===== config.mk =====
export PLATFORM = sky130hd
export DESIGN_NAME = stopwatch_ctrl_flat
export DESIGN_NICKNAME = d
export VERILOG_FILES = /design/src/rtl/stopwatch_pkg.sv /design/src/rtl/stopwatch_ctrl_if.sv /design/src/rtl/btn_debounce.sv /design/src/rtl/stopwatch_ctrl.sv /design/src/flat_wrapper.sv
export SDC_FILE = /design/constraint.sdc
export NUM_CORES = 1
export LEC_CHECK = 0
export BUFFER_PORTS_ARGS = -buffer_cell sky130_fd_sc_hd__buf_4
export CORE_MARGIN = 2
export CORE_UTILIZATION = 49
export DETAILED_ROUTE_END_ITERATION = 16
export PLACE_DENSITY = 0.78
export SYNTH_ARGS = -nofsm -noshare
export SYNTH_HDL_FRONTEND = slang
export SYNTH_SLANG_ARGS = --single-unit

===== constraint.sdc =====
create_clock -name new_clk -period 1.1 [get_ports new_clk]
set_input_delay 0.11 -clock new_clk [delete_from_list [all_inputs] [get_ports new_clk]]
set_output_delay 0.11 -clock new_clk [all_outputs]
set_load 0.05 [all_outputs]

===== src/rtl/stopwatch_pkg.sv =====
// ============================================================================
// stopwatch_pkg : shared state type and encodings for the stopwatch controller
// Revision 1.0 : initial release
// ============================================================================
`default_nettype none

package stopwatch_pkg;

  typedef enum logic [1:0] {
    ST_IDLE  = 2'b00,
    ST_RUN   = 2'b01,
    ST_PAUSE = 2'b10,
    ST_LAP   = 2'b11
  } state_t;

  // Counters are enabled while time is being accumulated, lap view included.
  function automatic logic f_run_en(input state_t s);
    return (s == ST_RUN) || (s == ST_LAP);
  endfunction

endpackage

`default_nettype wire


===== src/rtl/stopwatch_ctrl_if.sv =====
// ============================================================================
// stopwatch_ctrl_if : raw buttons in, stopwatch control outputs back
// Revision 1.0 : initial release
// ============================================================================
`default_nettype none

interface stopwatch_ctrl_if;
  logic       btn_start;
  logic       btn_clear;
  logic       btn_lap;
  logic       run_en;
  logic       hold;
  logic       clr_pulse;
  logic [1:0] state;

  modport master (
    output btn_start, btn_clear, btn_lap,
    input  run_en, hold, clr_pulse, state
  );

  modport slave (
    input  btn_start, btn_clear, btn_lap,
    output run_en, hold, clr_pulse, state
  );
endinterface

`default_nettype wire


===== src/rtl/btn_debounce.sv =====
// ============================================================================
// btn_debounce : 2-flop synchronizer, level debouncer and press-pulse detector
// Revision 1.0 : initial release
// ============================================================================
`default_nettype none

module btn_debounce #(
  parameter int DB_CYCLES = 20
) (
  input  logic new_clk,
  input  logic rst,
  input  logic btn_i,
  output logic press_o
);

  localparam int                 c_cnt_w    = $clog2(DB_CYCLES + 1);
  localparam logic [c_cnt_w-1:0] c_cnt_last = c_cnt_w'(DB_CYCLES - 1);

  logic               sync1_q, sync2_q;
  logic               level_q, level_d, level_prev_q;
  logic               press_q;
  logic [c_cnt_w-1:0] cnt_q, cnt_d;

  // The level flips on the mismatch cycle that would take the count to DB_CYCLES.
  always_comb begin
    cnt_d   = '0;
    level_d = level_q;
    if (sync2_q != level_q) begin
      if (cnt_q == c_cnt_last) begin
        level_d = sync2_q;
      end else begin
        cnt_d = cnt_q + 1'b1;
      end
    end
  end

  always_ff @(posedge new_clk or negedge rst) begin
    if (!rst) begin
      sync1_q      <= 1'b0;
      sync2_q      <= 1'b0;
      cnt_q        <= '0;
      level_q      <= 1'b0;
      level_prev_q <= 1'b0;
      press_q      <= 1'b0;
    end else begin
      sync1_q      <= btn_i;
      sync2_q      <= sync1_q;
      cnt_q        <= cnt_d;
      level_q      <= level_d;
      level_prev_q <= level_q;
      press_q      <= level_q & ~level_prev_q;
    end
  end

  assign press_o = press_q;

endmodule

`default_nettype wire


===== src/rtl/stopwatch_ctrl.sv =====
// ============================================================================
// stopwatch_ctrl : debounced start/clear/lap buttons driving the stopwatch FSM
// Optional lap feature enabled by defining SW_LAP_EN
// Revision 1.0 : initial release
// ============================================================================
`default_nettype none

module stopwatch_ctrl #(
  parameter int DB_CYCLES = 20
) (
  input  logic             new_clk,
  input  logic             rst,
  stopwatch_ctrl_if.slave  bus
);

  import stopwatch_pkg::*;

  logic   start_ev, clear_ev, lap_ev;
  logic   hold_d;
  state_t state_q, state_d;
  logic   run_en_q, hold_q, clr_q, clr_d;

  btn_debounce #(.DB_CYCLES(DB_CYCLES)) u_db_start (
    .new_clk (new_clk),
    .rst     (rst),
    .btn_i   (bus.btn_start),
    .press_o (start_ev)
  );

  btn_debounce #(.DB_CYCLES(DB_CYCLES)) u_db_clear (
    .new_clk (new_clk),
    .rst     (rst),
    .btn_i   (bus.btn_clear),
    .press_o (clear_ev)
  );

`ifdef SW_LAP_EN
  btn_debounce #(.DB_CYCLES(DB_CYCLES)) u_db_lap (
    .new_clk (new_clk),
    .rst     (rst),
    .btn_i   (bus.btn_lap),
    .press_o (lap_ev)
  );
  assign hold_d = (state_d == ST_LAP);
`else
  logic lap_unused;
  assign lap_unused = bus.btn_lap;
  assign lap_ev     = 1'b0;
  assign hold_d     = 1'b0;
`endif

  // Only the highest-priority event of a cycle is considered: clear > start > lap.
  always_comb begin
    state_d = state_q;
    clr_d   = 1'b0;
    if (clear_ev) begin
      if (state_q == ST_IDLE || state_q == ST_PAUSE) begin
        state_d = ST_IDLE;
        clr_d   = 1'b1;
      end
    end else if (start_ev) begin
      case (state_q)
        ST_IDLE, ST_PAUSE: state_d = ST_RUN;
        default:           state_d = ST_PAUSE;
      endcase
    end else if (lap_ev) begin
      case (state_q)
        ST_RUN:  state_d = ST_LAP;
        ST_LAP:  state_d = ST_RUN;
        default: state_d = state_q;
      endcase
    end
  end

  always_ff @(posedge new_clk or negedge rst) begin
    if (!rst) begin
      state_q  <= ST_IDLE;
      run_en_q <= 1'b0;
      hold_q   <= 1'b0;
      clr_q    <= 1'b0;
    end else begin
      state_q  <= state_d;
      run_en_q <= f_run_en(state_d);
      hold_q   <= hold_d;
      clr_q    <= clr_d;
    end
  end

  assign bus.state     = state_q;
  assign bus.run_en    = run_en_q;
  assign bus.hold      = hold_q;
  assign bus.clr_pulse = clr_q;

endmodule

`default_nettype wire


===== src/flat_wrapper.sv =====
// flat-port wrapper written by rule: the top's interface ports become plain ports
module stopwatch_ctrl_flat import stopwatch_pkg::*;
#(
  parameter int DB_CYCLES = 20
)
  (new_clk, rst, bus_btn_start, bus_btn_clear, bus_btn_lap, bus_run_en, bus_hold, bus_clr_pulse, bus_state);
  stopwatch_ctrl_if bus_i ();
  input  logic new_clk;
  input  logic rst;
  input wire logic [$bits(bus_i.btn_start)-1:0] bus_btn_start;
  input wire logic [$bits(bus_i.btn_clear)-1:0] bus_btn_clear;
  input wire logic [$bits(bus_i.btn_lap)-1:0] bus_btn_lap;
  output wire logic [$bits(bus_i.run_en)-1:0] bus_run_en;
  output wire logic [$bits(bus_i.hold)-1:0] bus_hold;
  output wire logic [$bits(bus_i.clr_pulse)-1:0] bus_clr_pulse;
  output wire logic [$bits(bus_i.state)-1:0] bus_state;
  assign bus_i.btn_start = bus_btn_start;
  assign bus_i.btn_clear = bus_btn_clear;
  assign bus_i.btn_lap = bus_btn_lap;
  assign bus_run_en = bus_i.run_en;
  assign bus_hold = bus_i.hold;
  assign bus_clr_pulse = bus_i.clr_pulse;
  assign bus_state = bus_i.state;
  stopwatch_ctrl #(.DB_CYCLES(DB_CYCLES)) u_core (.new_clk(new_clk), .rst(rst), .bus(bus_i));
endmodule

==> reports/metrics.yaml, run 1 <==
run_status:
  status: "finished with violations"
  violations: "setup timing"
sta:
  drv_slew: 0
  fmax_ghz: 0.817
  period_needed_ns: 1.22
  layout_setup_ws_ns: -0.123
  grt_setup_unrepaired: "yes"
  setup_viol: 10
  min_period_over_period_pct: 111
  hold_viol_final: 0
  finClkSkew_ns: 0.00829
pwr:
  power_density_nw_per_um2: 1380
  p_total_mw: 1.69
  ir_drop_mv: 0.965
  leakage_nw: 0.598
routing:
  first_iter_violations: 3
  via_per_inst: 4.80
  vias: 562
  wire_per_inst_um: 12.1
  drc: 0
  postRouteAntennaNets: 0
  drt_wl_total_um: 1420
  drtPass1Iterations: 2
synthesis:
  ys_seq_elements: 24
  yosysTopAreaCell: "dfrtp_1"
  synth_common_cells: "dfrtp_1, nor2_1, xnor2_1, xor2_1, nand3_1"
  yosysSeqAreaShare_pct: 66.6
  synth_area_um2: 902
  synth.distinct_cells: 20
  synth_area_leaders: "dfrtp_1, xnor2_1, xor2_1, nor2_1, ha_1"
  ys_warn_count: 0
  syn-num-nets: 75
  ys_async_sr_fraction_pct: 100
  synth_edf_count: 0
  synthFlopType: "dfrtp_1"
  synth_area_per_cell_um2: 13.3
  synth_top_area_share_pct: 66.6
  synthesis.instances: 68
  synth_most_common_cell: "dfrtp_1"
grt:
  grt_overflow: 0
  grt_pass1_wl_um: 2260
  antenna_found_initial: 0
  grt_pass1_vias: 551
  globalRouteTotalUtil_pct: 15.1
  grt_max_degree: 25
floorplanning:
  initial_core_util_pct: 52.2
  rows: 15
  die-height_um: 46.9
  die_area_um2: 2200
  core_region_area_um2: 1730
  io_pins: 10
  die_w_um: 46.9
critical_path:
  cp_max_fo: 2
  reg2reg_from: "u_core.u_db_start.cnt_q[1]"
  worstSetupPathType: "reg2reg"
  worst_setup_path_end_kind: "flip-flop"
  ff2ff_path_depth: 5
  r2r_slack_ns: -0.12
  required_ns: 1.31
  cp-start-kind: "flip-flop"
  r2r_end: "u_core.u_db_start.cnt_q[2]"
  cp.arrival_ns: 1.44
layout:
  utilization_pct: 70.9
  layout-drive-gt1-share_pct: 41.3
  num_antenna_cells: 0
  area_growth_pct: 35.8
  design_area_um2: 1220
  n_fill_cell: 113
  fin_cells: 117
  final_nets: 100
min_path:
  hold_path_class: "in2async"
clock_network:
  htreeDepth: 1
  root_buffer: "clkbuf_4"
  clock_path_buffers: 2
  cts.sinks: 24
  path_clk_slew_ns: 0.13
  cts_tree: "yes"
  insertion_delay_ns: 0.30
  numCtsBuffers: 3
place:
  pre_cts_slack_ns: -0.0870
  io_buffers: 7
  dp.cells: 108
  dpl.hpwl_um: 937
  gp_congestion: 0.724
  placed_area_um2: 1070
run:
  cap_viol_max_count: 0
cell type report:
cell class | count | area (um2) | share of cell area (%)
clock inverter | 1 | 30.0 | 2.45
multi-input combinational | 42 | 368 | 30.0
sequential | 24 | 601 | 49.0
tap | 25 | 31.3 | 2.55
inverter | 1 | 3.75 | 0.306
clock buffer | 3 | 22.5 | 1.84
timing repair buffer | 21 | 169 | 13.8
timing repair:
action	CTS	global route
pin swaps	5	5
endpoints found under the hold margin	26	0
gates resized for setup	5	7
buffers inserted	2	0
setup endpoints to repair	11	10
hold buffers	3	0
gates cloned	0	0
kinds of logic (layout without fill, tap and decap cells):
family / after synthesis / count (layout) / share of synthesized area [%]
adders and majority gates: 2 / 2 / 2.77
DFF: 24 / 24 / 66.6
buffers and inverters: 2 / 26 / 1.25
xor gates and xnor gates: 10 / 10 / 9.71
other: 1 / 1 / 0.416
AOI/OAI and AO/OA: 3 / 3 / 3.19
muxes: 2 / 2 / 2.50
and+or+nand+nor: 24 / 24 / 13.6
metrics by stage:
| step | hold WS [ns] | setup TNS [ns] |
|---|---|---|
| 4_1_cts | 0.217 | -0.561 |
| 3_3_place_gp | 0.0142 | -0.110 |
| 2_1_floorplan | -0.186 | -0.128 |
| 6_report | 0.211 | -0.856 |
| 3_5_place_dp | 0.0207 | -0.297 |
| 5_1_grt | 0.238 | -1.29 |
power breakdown:
group / total [mW] / internal, mW / switching (mW)
logic: 0.134 / 0.0698 / 0.0643
registers: 0.933 / 0.907 / 0.0252
clock network: 0.619 / 0.368 / 0.251
routing by layer:
layer	GRT usage, %	wire length [um]
met1	19.1	653
met2	24.9	714
met3	3.46	38
met4	6.67	12
met5	0	0
registers in the layout, indices dropped and copies added (netlist names):
register                        cells
u_core.u_db_clear.cnt_q             5
u_core.u_db_start.cnt_q             5
u_core.bus.state                    2
u_core.bus.clr_pulse                1
u_core.bus.run_en                   1
u_core.u_db_clear.level_prev_q      1
u_core.u_db_clear.level_q           1
u_core.u_db_clear.press_o           1
u_core.u_db_clear.sync1_q           1
u_core.u_db_clear.sync2_q           1
u_core.u_db_start.level_prev_q      1
u_core.u_db_start.level_q           1
u_core.u_db_start.press_o           1
u_core.u_db_start.sync1_q           1
u_core.u_db_start.sync2_q           1
critical path, cell delays in order (launching register included):
cell     delay [ns]
dfrtp_1        0.42
ha_4           0.17
nand2_4        0.06
o31ai_4        0.29
buf_4          0.16
nor2_1         0.03
worst max-delay path by stage:
stage	startpoint	cells after the start	to
after floorplan	u_core.u_db_start.cnt_q[0]	4	u_core.u_db_start.level_q
after global placement	u_core.u_db_start.cnt_q[1]	4	u_core.u_db_start.level_q
after detailed placement	u_core.u_db_start.cnt_q[1]	4	u_core.u_db_start.level_q
after CTS	u_core.u_db_start.cnt_q[0]	4	u_core.u_db_start.level_q
after global routing	u_core.u_db_start.cnt_q[1]	5	u_core.u_db_start.cnt_q[1]
final	u_core.u_db_start.cnt_q[1]	5	u_core.u_db_start.cnt_q[2]
cells in the final DEF (no fill, tap or decap), types with 2 or more instances in the layout:
master	synthesis	routed
and2_1	2	2
buf_4	1	17
clkbuf_4	0	3
dfrtp_1	24	24
dlygate4sd3_1	0	3
mux2_4	0	2
nand2b_1	2	2
nand3_1	4	3
nor2_1	9	5
nor2_2	0	4
nor2b_1	3	3
xnor2_1	5	5
xor2_1	5	4
(Power assumes the default switching activity.)
==> run 2, diff against run 1 <==
Settings changed: CORE_UTILIZATION 49 to 50, CTS_BUF_LIST from default to sky130_fd_sc_hd__clkbuf_2 sky130_fd_sc_hd__clkbuf_4 sky130_fd_sc_hd__clkbuf_8, PLACE_DENSITY 0.78 to 0.79.
==> run 2 against run 1 <==
  * The flow still finishes with violations (setup timing)
  * Non-clock buffer count up 1
  * Register-to-register slack better by 0.03 ns
  * Core utilization increased by 3.7 points
  * Fmax is 2.5% higher
  * First-iteration DRC count is the same
  * Power rose by 1.2%
  * Final area up 4.1%
  * Clock skew decreased by 0.0066 ns
  * Worst setup slack gained 0.030 ns
  * Flip-flop and latch count did not move
  * Clock power is 2% higher
  * Via count rose by 3.4%
  * Largest power group unchanged
  * Highest routed layer unchanged
==> reports/metrics.yaml, run 2 (same netlist as run 1, synthesis figures left out) <==
run_status:
  status: "finished with violations"
  violations: "setup timing"
grt:
  grt_pass1_vias: 577
  grt_max_degree: 25
  grt_overflow: 0
  antenna_found_initial: 0
  grt_pass1_wl_um: 2700
  globalRouteTotalUtil_pct: 20.0
layout:
  layout-drive-gt1-share_pct: 41.9
  num_antenna_cells: 0
  final_common_cell: "dfrtp_1"
  final_nets: 101
  fin_cells: 118
  area_growth_pct: 41.3
  mostFrequentLayoutCells: "dfrtp_1, buf_4, nor2_1"
  design_area_um2: 1270
floorplanning:
  die-height_um: 46.5
  core_region_area_um2: 1710
  die_w_um: 46.5
  rows: 15
  die_area_um2: 2160
  initial_core_util_pct: 52.8
  io_pins: 10
place:
  io_buffers: 7
  dpl.hpwl_um: 997
  gp_congestion: 0.819
  placed_area_um2: 1070
  dp.cells: 108
run:
  cap_viol_max_count: 0
critical_path:
  path_depth: 4
  worstSetupPathType: "reg2reg"
  reg2reg_from: "u_core.u_db_clear.cnt_q[1]"
  required_ns: 1.32
  slowest_delay_ns: 0.42
  ff2ff_path_depth: 4
  cp.arrival_ns: 1.41
  worst_setup_path_end_kind: "flip-flop"
  endpoint: "u_core.u_db_clear.level_q"
  r2r_slack_ns: -0.09
  cp-start-kind: "flip-flop"
  r2r_end: "u_core.u_db_clear.level_q"
  path_delay_family: "flip-flops"
  worstPathCellList: "ha_4 -> nand2_4 -> nor3_4 -> mux2_4"
  startpoint: "u_core.u_db_clear.cnt_q[1]"
  slowest_stage: "dfrtp_1"
  cp_max_fo: 2
  timing.critical_path.buf_inv: 0
clock_network:
  clock_path_buffers: 2
  root_buffer: "clkbuf_4"
  numCtsBuffers: 3
  cts_tree: "yes"
  cts.sinks: 24
  path_clk_slew_ns: 0.13
  htreeDepth: 1
  insertion_delay_ns: 0.31
pwr:
  power_frac_comb_pct: 8.2
  ir_drop_mv: 0.959
  power_switching_uw: 358
  clkPwrFrac_pct: 37.0
  power_frac_seq_pct: 54.9
  internal_power_mw: 1.35
  power_density_nw_per_um2: 1340
  switching_share_pct: 21.0
  leakage_nw: 0.620
sta:
  fmax_ghz: 0.838
  min_period_over_period_pct: 108
  setup_tns_ns: -0.234
  finClkSkew_ns: 0.00166
  setup_viol: 6
  layout_setup_ws_ns: -0.0928
  period_needed_ns: 1.19
  drv_slew: 0
  hold_viol_final: 0
  grt_setup_unrepaired: "yes"
routing:
  drt_wl_total_um: 1670
  drtPass1Iterations: 2
  first_iter_violations: 3
  wire_per_inst_um: 14.2
  postRouteAntennaNets: 0
  vias: 581
  drc: 0
  via_per_inst: 4.92
min_path:
  hold_path_class: "in2async"
## run 2: worst register-to-register path, stage by stage (launching register included)
cell and delay (ns):
dfrtp_1 0.42, ha_4 0.17, nand2_4 0.07, nor3_4 0.12, mux2_4 0.31
## run 2: cell type report
class	instances	area, um2
Clock buffer	3	22.5
Clock inverter	1	30.0
Fill cell	117	433
Inverter	1	3.75
Multi-Input combinational cell	42	408
Sequential cell	24	603
Tap cell	25	31.3
Timing Repair Buffer	22	176
## run 2: metrics by stage
step,power [mW],setup WS (ns),hold slack (ns),util [%]
floorplan,0.988,-0.0591,-0.186,-
global placement,1.04,-0.0641,0.0161,62.4
detailed placement,1.04,-0.107,0.0187,62.4
CTS,1.70,-0.0802,0.216,72.4
global route,1.78,-0.132,0.216,74.7
finish,1.71,-0.0928,0.204,74.7
## run 2: worst min-delay path by stage
| stage | start | endpoint | slack [ns] | depth (start not counted) |
|---|---|---|---|---|
| CTS | rst | u_core.bus.run_en | 0.22 | 2 |
| global route | rst | u_core.bus.run_en | 0.22 | 2 |
| finish | rst | u_core.u_db_clear.cnt_q[1] | 0.20 | 2 |
| global placement | rst | u_core.bus.run_en | 0.02 | 1 |
| floorplan | rst | u_core.bus.clr_pulse | -0.19 | 0 |
| detailed placement | rst | u_core.bus.state[0] | 0.02 | 1 |
## run 2: repair_timing
action,in CTS,in global routing
hold endpoints to repair,26,0
pin swaps,10,6
setup buffers,1,3
endpoints found under the setup margin,11,12
hold buffers,3,0
gates cloned,0,0
resized for setup,14,3
## run 2: routing by layer
metal / vias to the layer above / part of all wire [%] / track usage (%)
met5: - / 0 / 0
met4: 0 / 5.6 / 17.7
met3: 8 / 3.2 / 4.31
met2: 17 / 51 / 31.4
met1: 290 / 41 / 22.6
li1: 266 / - / -
## run 2: power groups by stage
stage / clock network, mW / registers (mW) / logic [mW]
2_1_floorplan: 0 / 0.942 / 0.0466
4_1_cts: 0.637 / 0.934 / 0.129
6_report: 0.631 / 0.936 / 0.140
5_1_grt: 0.686 / 0.939 / 0.157
3_3_place_gp: 0 / 0.939 / 0.0981
3_5_place_dp: 0 / 0.941 / 0.104
==> run 3, diff against run 2 <==
--- a/config.mk
+++ b/config.mk
@@ -7,4 +7,5 @@
 export LEC_CHECK = 0
 export BUFFER_PORTS_ARGS = -buffer_cell sky130_fd_sc_hd__buf_4
+export CAP_MARGIN = 20
 export CORE_MARGIN = 2
 export CORE_UTILIZATION = 50
==> constraint.sdc (replaced) <==
create_clock -name new_clk -period 1.1 [get_ports new_clk]
set_input_delay 0 -clock new_clk [delete_from_list [all_inputs] [get_ports new_clk]]
set_output_delay 0 -clock new_clk [all_outputs]
set_load 0.05 [all_outputs]
==> run 3 against run 2 <==
  * Global-route usage decreased by 3.8 points
  * The run still ends with setup timing left
  * Wire length decreased by 11%
  * Sequential power decreased by 0.4%
  * Critical endpoint unchanged
  * Combinational power decreased by 9%
  * First-iteration DRC count unchanged
  * Worst setup slack got worse by 0.0064 ns
  * Non-clock buffer count decreased by 2
  * Register-to-register slack about the same
==> reports/metrics.yaml, run 3 (same netlist as run 1, synthesis figures left out) <==
floorplanning:
  initial_core_util_pct: 52.8
  die_area_um2: 2160
  die_w_um: 46.5
  die-height_um: 46.5
  core_region_area_um2: 1710
  rows: 15
  io_pins: 10
clock_network:
  cts_tree: "yes"
  clock_path_buffers: 2
  cts.sinks: 24
  path_clk_slew_ns: 0.13
  numCtsBuffers: 3
  insertion_delay_ns: 0.31
  htreeDepth: 1
  root_buffer: "clkbuf_4"
sta:
  layout_setup_ws_ns: -0.0992
  setup_viol: 10
  fmax_ghz: 0.834
  hold_viol_final: 0
  drv_slew: 0
  min_period_over_period_pct: 109
  period_needed_ns: 1.20
  setup_tns_ns: -0.664
  hold-worst-slack_ns: 0.102
  grt_setup_unrepaired: "yes"
  finClkSkew_ns: 0.00406
critical_path:
  ff2ff_path_depth: 4
  cp-start-kind: "flip-flop"
  slowest_stage: "dfrtp_1"
  worst_setup_path_end_kind: "flip-flop"
  slowest_delay_ns: 0.38
  worstPathCellList: "ha_2 -> nand2_2 -> nor3_2 -> mux2_4"
  required_ns: 1.30
  cp.arrival_ns: 1.40
  worstSetupPathType: "reg2reg"
  cp_max_fo: 2
layout:
  design_area_um2: 1210
  area_growth_pct: 34.0
  final_common_cell: "dfrtp_1"
  fin_cells: 116
  mostFrequentLayoutCells: "dfrtp_1, buf_4, xnor2_1, nor2_1, nor2_2"
  layout-drive-gt1-share_pct: 41.8
  multiInputGateArea_um2: 375
  final_nets: 99
  n_fill_cell: 118
  num_antenna_cells: 0
  regArea_um2: 601
routing:
  wire_per_inst_um: 12.8
  drtPass1Iterations: 2
  postRouteAntennaNets: 0
  via_per_inst: 4.95
  drc: 0
  drt_wl_total_um: 1480
  first_iter_violations: 3
  vias: 574
min_path:
  hold_path_class: "in2async"
pwr:
  ir_drop_mv: 0.789
  leakage_nw: 0.592
  power_density_nw_per_um2: 1250
  p_total_mw: 1.51
place:
  dpl.hpwl_um: 926
  dp.cells: 108
  gp_congestion: 0.809
  placed_area_um2: 1070
  io_buffers: 7
run_status:
  violations: "setup timing"
  status: "finished with violations"
grt:
  globalRouteTotalUtil_pct: 16.3
  antenna_found_initial: 0
  grt_pass1_vias: 569
  grt_overflow: 0
  grt_max_degree: 25
  grt_pass1_wl_um: 2250
run:
  cap_viol_max_count: 0
-- run 3: layer usage --
layer / vias to the layer above / wire length (um) / track usage, % / share of wire (%)
met3: 4 / 28 / 3.53 / 1.9
met2: 12 / 795 / 28.9 / 54
met4: 0 / 43 / 12.0 / 2.9
met1: 290 / 613 / 16.3 / 41
met5: - / 0 / 0 / 0
li1: 268 / - / - / -
-- run 3: cell type report --
type,count,share of cell area (%)
Clock buffer,4,3.00
Sequential cell,24,49.7
Tap cell,25,2.59
Timing Repair Buffer,20,13.4
Inverter,1,0.311
Multi-Input combinational cell,42,31.1
-- run 3: per-stage QoR --
step / worst slack [ns] / util, %
floorplan: -0.0591 / -
global placement: -0.0358 / 62.4
detailed placement: -0.0718 / 62.4
CTS: -0.0922 / 66.3
global route: -0.146 / 70.8
finish: -0.0992 / 70.8
-- run 3: repair_timing --
item,in CTS,in global routing
endpoints found under the hold margin,26,0
gates resized for setup,0,13
setup endpoints to repair,10,10
pin swaps,0,3
setup buffers,0,1
hold buffers,3,0
-- run 3: path summary, 6_finish.rpt --
check | from | end | slack (ns)
max in group asynchronous | rst | u_core.u_db_clear.cnt_q[1] | 0.78
worst max register to register | u_core.u_db_clear.cnt_q[0] | u_core.u_db_clear.level_q | -0.1
worst min-delay path | rst | u_core.u_db_start.level_q | 0.10
worst min register to register | u_core.u_db_clear.sync1_q | u_core.u_db_clear.sync2_q | 0.36
worst max-delay path | u_core.u_db_clear.cnt_q[0] | u_core.u_db_clear.level_q | -0.1
min in group new_clk | bus_btn_start | u_core.u_db_start.sync1_q | 0.33
-- run 3: critical path: cells and delay by family (launching register included) --
family / cells / cell delay (ns)
multiplexers: 1 / 0.31
flip-flops: 1 / 0.38
adder cells (fa/ha/maj): 1 / 0.20
AND/OR/NAND/NOR: 2 / 0.21
-- run 3: power breakdown --
group,internal [mW],leakage [nW],switching [mW]
Combinational,0.0649,0.250,0.0617
Clock,0.202,0.0210,0.249
Sequential,0.907,0.321,0.0248
